### config.mk
export PLATFORM = sky130hd
export DESIGN_NAME = state_sequencer
export DESIGN_NICKNAME = d
export VERILOG_FILES = /design/src/rtl/state_sequencer.sv
export SDC_FILE = /design/constraint.sdc
export NUM_CORES = 1
export LEC_CHECK = 0
export ABC_AREA = 1
export CAP_MARGIN = 10
export CORE_ASPECT_RATIO = 1.1
export CORE_UTILIZATION = 45
export CTS_BUF_LIST = sky130_fd_sc_hd__clkbuf_8
export DETAILED_ROUTE_END_ITERATION = 8
export GPL_ROUTABILITY_DRIVEN = 0
export PLACE_DENSITY_LB_ADDON = 0.08
export SLEW_MARGIN = 30
export SYNTH_ARGS = -nofsm -noshare
export SYNTH_HDL_FRONTEND = slang
export SYNTH_SLANG_ARGS = --single-unit
### constraint.sdc
create_clock -name clk -period 2.7 [get_ports clk]
set_input_delay 0.81 -clock clk [delete_from_list [all_inputs] [get_ports clk]]
set_output_delay 0.81 -clock clk [all_outputs]
set_load 0.02 [all_outputs]
### src/rtl/state_sequencer.sv
// Instruction-phase sequencer: walks HALT/FETCH/DECODE/EXEC1/EXEC2, holds on bus or
// multiply/divide stalls, aborts to HALT on a bus stall timeout, and counts retired instructions.
module state_sequencer #(
  parameter int unsigned WAIT_TIMEOUT = 255,
  parameter logic [31:0] HALT_ADDR    = 32'h0000_0000
) (
  input  logic        clk,
  input  logic        rst_n,
  input  logic        waitrequest,
  input  logic        memread,
  input  logic        memwrite,
  input  logic        muldiv_busy,
  input  logic [31:0] pc_next,
  output logic [3:0]  state,
  output logic        active,
  output logic        stall,
  output logic        bus_error,
  output logic [31:0] instr_count
);

  // state  | meaning
  // HALT   | idle; leaves once after reset via the start flag, otherwise parked
  // FETCH  | instruction fetch, held by waitrequest
  // DECODE | single-cycle decode
  // EXEC1  | execute, held by a stalled memory access or a busy mul/div unit
  // EXEC2  | writeback, held by a stalled memory access; retires the instruction
  typedef enum logic [3:0] {
    S_HALT   = 4'd0,
    S_FETCH  = 4'd1,
    S_DECODE = 4'd2,
    S_EXEC1  = 4'd3,
    S_EXEC2  = 4'd4
  } state_e;

  localparam logic [9:0] WAIT_LAST = 10'(WAIT_TIMEOUT - 1);

  state_e      state_q, state_d;
  logic        start_q, start_d;
  logic        bus_error_q, bus_error_d;
  logic [9:0]  wait_cnt_q, wait_cnt_d;
  logic [31:0] instr_count_q, instr_count_d;

  logic mem_req;
  logic wr_stall;
  logic mul_stall;
  logic timeout;
  logic retire;

  always_ff @(posedge clk or negedge rst_n) begin
    if (!rst_n) begin
      state_q       <= S_HALT;
      start_q       <= 1'b1;
      bus_error_q   <= 1'b0;
      wait_cnt_q    <= '0;
      instr_count_q <= '0;
    end else begin
      state_q       <= state_d;
      start_q       <= start_d;
      bus_error_q   <= bus_error_d;
      wait_cnt_q    <= wait_cnt_d;
      instr_count_q <= instr_count_d;
    end
  end

  // Only waitrequest-caused holds feed the timeout counter; mul/div holds never abort.
  always_comb begin
    mem_req   = memread | memwrite;
    wr_stall  = 1'b0;
    mul_stall = 1'b0;
    case (state_q)
      S_FETCH: wr_stall = waitrequest;
      S_EXEC1: begin
        wr_stall  = mem_req & waitrequest;
        mul_stall = muldiv_busy;
      end
      S_EXEC2: wr_stall = mem_req & waitrequest;
      default: ;
    endcase
    stall      = wr_stall | mul_stall;
    timeout    = wr_stall && (wait_cnt_q == WAIT_LAST);
    wait_cnt_d = wr_stall ? wait_cnt_q + 10'd1 : 10'd0;
  end

  always_comb begin
    state_d     = state_q;
    start_d     = start_q;
    bus_error_d = bus_error_q;
    retire      = 1'b0;
    case (state_q)
      S_HALT: begin
        if (start_q) begin
          state_d = S_FETCH;
          start_d = 1'b0;
        end
      end
      S_FETCH:  if (!stall) state_d = S_DECODE;
      S_DECODE: state_d = S_EXEC1;
      S_EXEC1:  if (!stall) state_d = S_EXEC2;
      S_EXEC2: begin
        if (!stall) begin
          retire  = 1'b1;
          state_d = (pc_next == HALT_ADDR) ? S_HALT : S_FETCH;
        end
      end
      default: begin
        state_d     = S_HALT;
        bus_error_d = 1'b1;
      end
    endcase
    // A timed-out access aborts the instruction without retiring it.
    if (timeout) begin
      state_d     = S_HALT;
      bus_error_d = 1'b1;
      retire      = 1'b0;
    end
    instr_count_d = instr_count_q + 32'(retire);
  end

  assign state       = state_q;
  assign active      = (state_q != S_HALT);
  assign bus_error   = bus_error_q;
  assign instr_count = instr_count_q;

endmodule

==> results of run 1 <==
-- layout by cell type, fill, tap and decap left out --
cell type         n
buf_12            1
bufinv_16         1
inv_2             3
inv_1            23
clkdlybuf4s50_1  70
o21ai_1           2
ha_1              3
dfstp_2           1
nand2_4           3
nor3_2            2
a31oi_1           2
clkinv_2          1
dlymetal6s2s_1    1
xnor2_1           8
nor3b_1           1
nand3b_1          2
conb_1            1
nor2_1           52
buf_2             1
xor2_1           23
nand4_1           7
nor2_4            4
nand2_2           2
clkdlybuf4s15_2   1
o21ai_0           5
nor3_1           14
nor2_2            1
nand3_1           9
a21oi_1           4
ha_4              2
nor4_1            1
nand2_1          62
buf_4            21
clkbuf_8          6
dfrtp_1          46
dlygate4sd2_1     2
nand3_2           3
-- synthesized netlist by cell type (3+ instances only) --
master   count
nand4_1      7
nor2_4       3
nor3_1      14
inv_1       23
nor2_1      53
nand3_1     11
xor2_1      23
ha_1         5
o21ai_0      6
xnor2_1      8
inv_2        3
dfrtp_1     46
a21oi_1      4
nand2_1     63
-- logic make-up (layout without fill, tap and decap cells) --
kind of cell               Yosys count  in the layout  share of synthesized area
and+or+nand+nor                    163            163                      0.304
DFF                                 47             47                      0.484
xor gates and xnor gates            31             31                      0.112
buffers and inverters               28            131                     0.0453
AOI/OAI and AO/OA                   13             13                     0.0278
adders and majority gates            5              5                     0.0257
other                                1              1                    0.00154
-- registers in the layout (all words and copies together), names as in the netlist --
| signal | cells |
|---|---|
| instr_count | 32 |
| wait_cnt_q | 10 |
| state | 3 |
| bus_error | 1 |
| start_q | 1 |
-- worst reg2reg max path: cells and delay by family (launching register included) --
family | cells | cell delay [ns]
simple gates | 14 | 1.47
xor+xnor | 1 | 0.15
fa+ha+maj | 2 | 0.28
flops | 1 | 0.43
-- through the flow --
step                total power [mW]  hold slack [ns]  setup TNS (ns)  cells  utilization
floorplan                       1.11            0.430         -0.0110    288            -
global placement                1.35            0.448           -4.29    449        0.666
CTS                             1.93            0.469               0    461        0.701
finish                          1.92            0.465               0    463        0.706
detailed placement              1.36            0.446           -4.91    449        0.666
global route                    2.03            0.476         -0.0205    463        0.706
-- final cells by class --
type | instances | area (um2)
Clock inverter | 2 | 35.0
Inverter | 26 | 97.6
Fill cell | 405 | 1500
Tap cell | 72 | 90.1
Timing Repair Buffer | 97 | 925
Multi-Input combinational cell | 213 | 1190
Sequential cell | 47 | 1180
Clock buffer | 6 | 82.6
-- power by group through the flow --
stage                     combinational, mW  sequential [mW]  clock, mW
after floorplan                       0.231            0.877          0
after global placement                0.518            0.836          0
after detailed placement              0.526            0.834          0
after CTS                             0.557            0.829      0.542
after global routing                  0.617            0.846      0.568
final                                 0.560            0.835      0.528
-- final timing paths --
path,startpoint,end,slack (ns),cells past startpoint
max,muldiv_busy,instr_count[26]$_DFF_PN0_,0.10,15
min,wait_cnt_q[0]$_DFF_PN0_,wait_cnt_q[0]$_DFF_PN0_,0.46,1
max in group asynchronous,rst_n,start_q$_DFFE_PN1N_,1.62,2
min reg2reg,wait_cnt_q[0]$_DFF_PN0_,wait_cnt_q[0]$_DFF_PN0_,0.46,1
min in group asynchronous,rst_n,wait_cnt_q[7]$_DFF_PN0_,0.48,1
max reg2reg,state[0]$_DFFE_PN0P_,instr_count[26]$_DFF_PN0_,0.29,17
-- metal layers --
metal	vias to the layer above	track usage	wire length (um)
met3	2	0.0444	214
met5	-	0	0
met4	0	0.0510	31
met1	1031	0.272	2540
li1	1116	-	-
met2	62	0.357	2730
-- timing repair --
action | 4_1_cts | 5_1_grt
buffers inserted | 4 | 2
pin swaps | 9 | 4
gates resized for setup | 12 | 2
endpoints found under the setup margin | 4 | 8
==> reports/summary.txt, run 1 <==
drt initial violations = 115
core region area = 5100 um2
Final Setup Violations = 0
Worst Path Required = 2.92 ns
Port Buffer Count = 75
CTS root buf = clkbuf_8
Pins Over Slew Limit = 0
worst min-delay path class = reg2reg
area fraction of the dominant cell type after synthesis = 0.473
crit-path most repeated cell = nor2_4
setup slack after layout = 0.100 ns
DR WL/cell = 11.9 um
global-route wire length before repair = 9.56 mm
Worst setup SP type = input port
final period utilization = 0.963
CP bufs+invs = 1
die area = 5700 um2
DRT antenna net count = 0
final number of hold-violating endpoints = 0
vias per cell = 4.78
Die Height = 79.1 um
initial antenna violation count = 0
Die W = 72.1 um
largest net degree at the start of global routing = 26
Max Cap Viol = 0
Syn Nets = 331
peak supply drop = 524 uV
Cells after Synth = 288
area delta synth->final = 48.1%
Inserted Clock Buffers = 5
clock latency on the worst-skew pair = 0.29 ns
pre-CTS WS = -0.356 ns
Gate power share = 0.291
share of cells above drive strength 1 = 0.136
Antenna diodes = 0
DR vias = 2211
Max Freq = 0.385 GHz
Worst slew margin = 0.644
critical path endpoint category = register
critical path class = in2reg
warnings from Yosys = 0
IO Count = 77
DP HPWL = 4.11 mm
Worst Tran Pin Value = 0.533 ns
clock network power share = 0.275
slowest stage delay, CP = 0.41 ns
FP Rows = 27
fin crit period = 2.60 ns
GR Util All Layers = 0.210
CTS Sinks = 47
Post-Route WL = 5.51 mm
Power Dens Cells = 534 nW/um2
cell area after layout = 3600 um2
largest area contributor in the netlist = dfrtp_1
clock skew = 0.00984 ns
Crit path max-delay family = simple AND/OR/NAND/NOR gates
Lkg Pwr = 1.62 nW
Post-synth EDFFs = 0
clk slew on worst S/H paths = 0.09 ns
CTS tree = done
TritonRoute pass-1 iters = 4
mapped cell area = 2430 um2
Post-Place Cell Area = 3400 um2
Worst Path Arrival = 2.82 ns
CTS Buffer Depth = 2
CP max-delay cell = clkdlybuf4s50_1
gr ovfl total = 0
register area share after synthesis = 0.484
number of remaining DRC errors = 0
Cell variety after synth = 28
Sequential Power Share = 0.434
Sw Ratio = 0.318
Area contributors post-synth = dfrtp_1, nand2_1, xor2_1
initial core utilization = 0.477
syn avg cell area = 8.44 um2
asr flop ratio synth = 1.00
chain of cells forming the critical path = clkdlybuf4s50_1 -> nand2_1 -> nand2_4 -> nor2_4 -> ha_4 -> ha_4 -> nand2_2 -> nor2_4 -> nand2_4 -> nor2_4 -> nand2_4 -> nor2_4 -> nand2_2 -> nor2_2 -> xor2_1
Yosys reg bits = 47
Top FF cell, synth = dfrtp_1
net switching power = 611 uW
vias in the first global route = 2195
Hold Buf Count CTS = 0
status = complete, no violations
critical path peak fanout = 4
CTS HTree Levels = 2
Layout Nets = 433
cell-internal power = 1.31 mW
No activity file was read; power rests on OpenSTA's default activity.
==> run 2: changes to the inputs <==
--- a/config.mk
+++ b/config.mk
@@ -13,6 +13,7 @@
 export DETAILED_ROUTE_END_ITERATION = 8
 export GPL_ROUTABILITY_DRIVEN = 0
 export PLACE_DENSITY_LB_ADDON = 0.08
+export RECOVER_POWER = 100
 export SLEW_MARGIN = 30
 export SYNTH_ARGS = -nofsm -noshare
 export SYNTH_HDL_FRONTEND = slang
==> run 2 against run 1 <==
Cell count is the same. Die area unchanged. Design area shrank 0.90%. Clock power barely moved. Global-route usage is the same. Wire length down 0.96%. Worst setup slack gained 0.0017 ns. Hold slack about the same.
==> reports/summary.txt, run 2 (synthesis results as in run 1) <==
cell area after layout = 3570 um2 (-0.90%)
Sw Ratio = 0.321 (+0.00326)
Fill cells = 410 (+1.2%)
Port Buffer Count = 75 (unchanged)
Lkg Pwr = 1.67 nW (+3.2%)
Worst Path Required = 2.92 ns (about the same)
gr ovfl total = 0 (unchanged)
Inserted Clock Buffers = 5 (unchanged)
final period utilization = 0.962 (about the same)
Die Height = 79.1 um (unchanged)
Layout Nets = 433 (unchanged)
Largest register FFs = 32 (unchanged)
DR WL/cell = 11.8 um (-0.96%)
status = complete, no violations
CTS Buffer Depth = 2 (unchanged)
Worst Tran Pin Value = 1.19 ns (+0.658 ns)
Max Freq = 0.385 GHz (about the same)
setup slack after layout = 0.102 ns (+0.00170 ns)
DRT antenna net count = 0 (unchanged)
Final Setup Violations = 0 (unchanged)
critical path peak fanout = 4 (unchanged)
Worst setup SP type = input port
IO Count = 77 (unchanged)
Pins Over Slew Limit = 0 (unchanged)
vias per cell = 4.76 (-0.23%)
Power Dens Cells = 528 nW/um2 (-1.2%)
initial antenna violation count = 0 (unchanged)
pre-CTS WS = -0.356 ns (unchanged)
Max Cap Viol = 0 (unchanged)
Antenna diodes = 0 (unchanged)
most frequent cells in the layout = nand2_1, nor2_1, dfrtp_1, dlygate4sd3_1, clkdlybuf4s50_1
clock network power share = 0.280 (+0.005)
CTS tree = done
global-route wire length before repair = 9.56 mm (unchanged)
clock latency on the worst-skew pair = 0.29 ns (about the same)
peak supply drop = 509 uV (-2.8%)
DP HPWL = 4.11 mm (unchanged)
Worst slew margin = 0.206 (-0.439)
CTS root buf = clkbuf_8
die area = 5700 um2 (unchanged)
clock skew = 0.00918 ns (-0.000658 ns)
critical path endpoint category = register
clk slew on worst S/H paths = 0.09 ns (about the same)
largest net degree at the start of global routing = 26 (unchanged)
critical path class = in2reg
CTS Sinks = 47 (unchanged)
final number of hold-violating endpoints = 0 (unchanged)
initial core utilization = 0.477 (unchanged)
Post-Route WL = 5.46 mm (-0.96%)
Worst Path Arrival = 2.82 ns (about the same)
Gate power share = 0.278 (-0.013)
FP Rows = 27 (unchanged)
area taken by multi-input logic gates = 1190 um2 (unchanged)
CTS HTree Levels = 2 (unchanged)
worst min-delay path class = reg2reg
vias in the first global route = 2195 (unchanged)
area delta synth->final = 46.8%
TritonRoute pass-1 iters = 4 (unchanged)
GR Util All Layers = 0.210 (unchanged)
Post-Place Cell Area = 3400 um2 (unchanged)
Fin Setup TNS = 0 ns (unchanged)
share of cells above drive strength 1 = 0.128 (-0.00767)
DR vias = 2206 (-0.23%)
Die W = 72.1 um (unchanged)
fin crit period = 2.60 ns (-0.00170 ns)
net switching power = 604 uW (-1.1%)
Reg area = 1180 um2 (unchanged)
most common cell after layout, fill and taps aside = nand2_1
core region area = 5100 um2 (unchanged)
Sequential Power Share = 0.442 (+0.008)
cell-internal power = 1.28 mW (-2.6%)
number of remaining DRC errors = 0 (unchanged)
drt initial violations = 89 (-23%)
## run 2: cell types whose count changed in the layout (fill, tap and decap cells not counted), sizes merged
cell	previous run	this run
clkbuf	6	13
clkdlybuf4s50	70	34
buf	23	17
dlymetal6s2s	1	0
dlygate4sd3	0	36
## run 2: layout make-up
class / instances / area share
tap: 72 / 0.0252
sequential: 47 / 0.330
clock inverter: 2 / 0.00982
timing repair buffer: 97 / 0.250
multi-input combinational: 213 / 0.335
inverter: 26 / 0.0273
clock buffer: 6 / 0.0231
## run 2: power groups by stage
stage                     clock, mW  combinational (mW)  sequential [mW]
after floorplan                   0               0.231            0.877
after global placement            0               0.518            0.836
after detailed placement          0               0.526            0.834
after CTS                     0.542               0.557            0.829
after global routing          0.568               0.582            0.844
final                         0.527               0.523            0.832
## run 2: worst paths after layout
path                                          from                        end  slack, ns  depth (start not counted)
setup / recovery                       muldiv_busy  instr_count[26]$_DFF_PN0_       0.10                         15
hold / removal             wait_cnt_q[0]$_DFF_PN0_    wait_cnt_q[0]$_DFF_PN0_       0.46                          1
setup reg to reg              state[1]$_DFFE_PN0P_  instr_count[26]$_DFF_PN0_       0.31                         17
hold reg to reg            wait_cnt_q[0]$_DFF_PN0_    wait_cnt_q[0]$_DFF_PN0_       0.46                          1
max in group asynchronous                    rst_n      bus_error$_DFFE_PN0P_       0.73                          2
min in group asynchronous                    rst_n    wait_cnt_q[7]$_DFF_PN0_       0.74                          1
## run 2: repair_timing
action | CTS | global route
resized for setup | 12 | 2
buffers inserted | 4 | 2
endpoints found under the setup margin | 4 | 8
hold endpoints to repair | 0 | 0
hold buffers | 0 | 0
pin swaps | 9 | 4
## run 2: worst max-delay path, stage by stage
cell             delay [ns]
clkdlybuf4s50_1        0.41
nand2_1                0.13
nand2_4                0.08
nor2_4                 0.13
ha_4                   0.15
ha_4                   0.12
nand2_2                0.06
nor2_4                 0.13
nand2_4                0.07
nor2_4                 0.13
nand2_4                0.08
nor2_4                 0.13
nand2_2                0.08
nor2_2                 0.13
xor2_1                 0.15
## run 2: stage by stage
step	utilization	total power [mW]	hold slack (ns)	std cells
2_1_floorplan	-	1.11	0.430	288
3_3_place_gp	0.666	1.35	0.448	449
3_5_place_dp	0.666	1.36	0.446	449
4_1_cts	0.701	1.93	0.469	461
5_1_grt	0.700	1.99	0.476	463
6_report	0.700	1.88	0.465	463
## run 2: metal layers
layer | vias to the layer above | share of wire | track usage
li1 | 1120 | - | -
met1 | 1023 | 0.46 | 0.272
met2 | 61 | 0.49 | 0.357
met3 | 2 | 0.045 | 0.0444
met4 | 0 | 0.0049 | 0.0510
met5 | - | 0 | 0
==> run 3: changes to the inputs <==
--- a/config.mk
+++ b/config.mk
@@ -14,6 +14,7 @@
 export GPL_ROUTABILITY_DRIVEN = 0
 export PLACE_DENSITY_LB_ADDON = 0.08
 export RECOVER_POWER = 100
+export SETUP_SLACK_MARGIN = 0.05
 export SLEW_MARGIN = 30
 export SYNTH_ARGS = -nofsm -noshare
 export SYNTH_HDL_FRONTEND = slang
==> constraint.sdc (replaced) <==
create_clock -name clk -period 2.7 [get_ports clk]
set_input_delay 0.81 -clock clk [delete_from_list [all_inputs] [get_ports clk]]
set_output_delay 0.81 -clock clk [all_outputs]
set_load 0.1 [all_outputs]
==> run 3 against run 2 <==
Register-to-register slack lost 0.05 ns. Clock-buffer cell count shrank 1. Cell count grew 0.22%.
==> reports/summary.txt, run 3 (synthesis results as in run 1) <==
critical path peak fanout = 5 (+1)
initial core utilization = 0.477 (unchanged)
critical path endpoint category = output port
vias in the first global route = 2133 (-2.8%)
initial antenna violation count = 0 (unchanged)
GR Util All Layers = 0.208 (-0.00180)
Inserted Clock Buffers = 5 (unchanged)
R2R setup slack = 0.26 ns (-0.05 ns)
CTS HTree Levels = 2 (unchanged)
Pins Over Slew Limit = 0 (unchanged)
Power Dens Cells = 633 nW/um2 (+20%)
Post-Route WL = 5.58 mm (+2.2%)
Most Crowded Layer GR = met2
core region area = 5100 um2 (unchanged)
IO Count = 77 (unchanged)
Lkg Pwr = 1.62 nW (-3.2%)
Placed Instances = 450 (+0.22%)
Worst Path Required = 1.89 ns (-1.03 ns)
met2 Usage GRT = 0.367 (+0.0103)
CTS tree = done
r2r worst-path depth = 16 (-1)
R2R Path End = instr_count[30]$_DFF_PN0_
Final Setup Violations = 0 (unchanged)
peak supply drop = 597 uV (+17%)
worst min-delay path class = reg2reg
total power draw = 2.15 mW (+14%)
Worst slew margin = 0.209 (+0.00309)
Largest register FFs = 32 (unchanged)
TritonRoute pass-1 iters = 4 (unchanged)
CTS Buffer Depth = 2 (unchanged)
Max Freq = 0.390 GHz (+1.4%)
Crit. Startpoint = state[0]$_DFFE_PN0P_
FP Rows = 27 (unchanged)
Layout Nets = 434 (+0.23%)
Worst Tran Pin Value = 1.19 ns (+0.000472 ns)
area delta synth->final = 39.8%
number of remaining DRC errors = 0 (unchanged)
Final Non-Filler Cells = 464 (+0.22%)
share of cells above drive strength 1 = 0.222 (+0.0941)
Fin Setup TNS = 0 ns (unchanged)
most frequent cells in the layout = nand2_1, nor2_1, dfrtp_1, clkbuf_2, clkdlybuf4s50_1
Hold Buf Count CTS = 0 (unchanged)
final period utilization = 0.949 (-0.0133)
clock latency on the worst-skew pair = 0.29 ns (about the same)
hold wc startpoint = start_q$_DFFE_PN1N_
Die W = 72.1 um (unchanged)
fin crit period = 2.56 ns (-0.0359 ns)
Reg area = 1190 um2 (+0.96%)
Port Buffer Count = 75 (unchanged)
Antenna diodes = 0 (unchanged)
DR WL/cell = 12.0 um (+2.0%)
CTS root buf = clkbuf_8
Worst setup SP type = register
final number of hold-violating endpoints = 0 (unchanged)
critical path class = reg2out
hold depth = 2 (+1)
drt initial violations = 94 (+5.6%)
RSZ-0062 raised after global routing = no
die area = 5700 um2 (unchanged)
most common cell after layout, fill and taps aside = nand2_1
Max Cap Viol = 0 (unchanged)
DP HPWL = 4.46 mm (+8.4%)
vias per cell = 4.73 (-0.62%)
area taken by multi-input logic gates = 1220 um2 (+2.3%)
clock skew = 0.00957 ns (+0.000397 ns)
DR vias = 2197 (-0.41%)
global-route wire length before repair = 9.30 mm (-2.7%)
Worst Path Arrival = 1.75 ns (-1.07 ns)
Hold Crit Endpoint = start_q$_DFFE_PN1N_
status = complete, no violations
Reg-to-Reg Start = state[2]$_DFFE_PN0P_
GRT met3 Usage = 0.0355 (-0.00888)
Die Height = 79.1 um (unchanged)
largest net degree at the start of global routing = 23 (-12%)
gr ovfl total = 0 (unchanged)
CTS Sinks = 47 (unchanged)
DRT antenna net count = 0 (unchanged)
Fill cells = 442 (+7.8%)
M1 GR Usage = 0.259 (-0.0130)
clk slew on worst S/H paths = 0.08 ns (about the same)
## run 3: area by class of cell
type	instances	share of cell area
sequential	47	0.350
multi-input combinational	213	0.359
tap	72	0.0265
timing repair buffer	98	0.211
clock buffer	5	0.0203
inverter	26	0.0287
clock inverter	3	0.00442
## run 3: power breakdown
part,leakage (nW),internal (mW),switching (mW)
Combinational,0.965,0.213,0.697
Sequential,0.607,0.772,0.0704
Clock,0.0477,0.177,0.223
Total,1.62,1.16,0.990
## run 3: through the flow
step / hold WS, ns / instance area (um2) / setup WS, ns / utilization
floorplan: 0.431 / 2510 / -0.153 / -
global placement: 0.449 / 3370 / -0.341 / 0.661
detailed placement: 0.455 / 3370 / -0.373 / 0.661
CTS: 0.470 / 3460 / 0.0595 / 0.678
global route: 0.488 / 3400 / 0.0288 / 0.666
finish: 0.466 / 3400 / 0.138 / 0.666
## run 3: timing repair
action,CTS,global route
gates resized for setup,4,5
buffers inserted,0,6
pin swaps,2,6
setup endpoints to repair,12,2
## run 3: worst max-delay path by stage
stage | cells past startpoint | to
after floorplan | 17 | instr_count[26]$_DFF_PN0_
after global placement | 17 | instr_count[26]$_DFF_PN0_
after detailed placement | 17 | instr_count[26]$_DFF_PN0_
after CTS | 5 | stall
after global routing | 17 | instr_count[26]$_DFF_PN0_
final | 7 | stall
## run 3: per-layer routing
metal  vias up  part of all wire
met5         -                 0
met4         0            0.0097
met3         6             0.051
met2        72              0.48
met1      1001              0.45
li1       1118                 -
## run 3: worst max-delay path, cell delays in order, from the launching register on
cell	delay (ns)
dfrtp_4	0.50
nor2_1	0.15
nand2_1	0.15
nand2_1	0.14
nand3_4	0.11
nand2_8	0.08
buf_4	0.12
buf_6	0.22
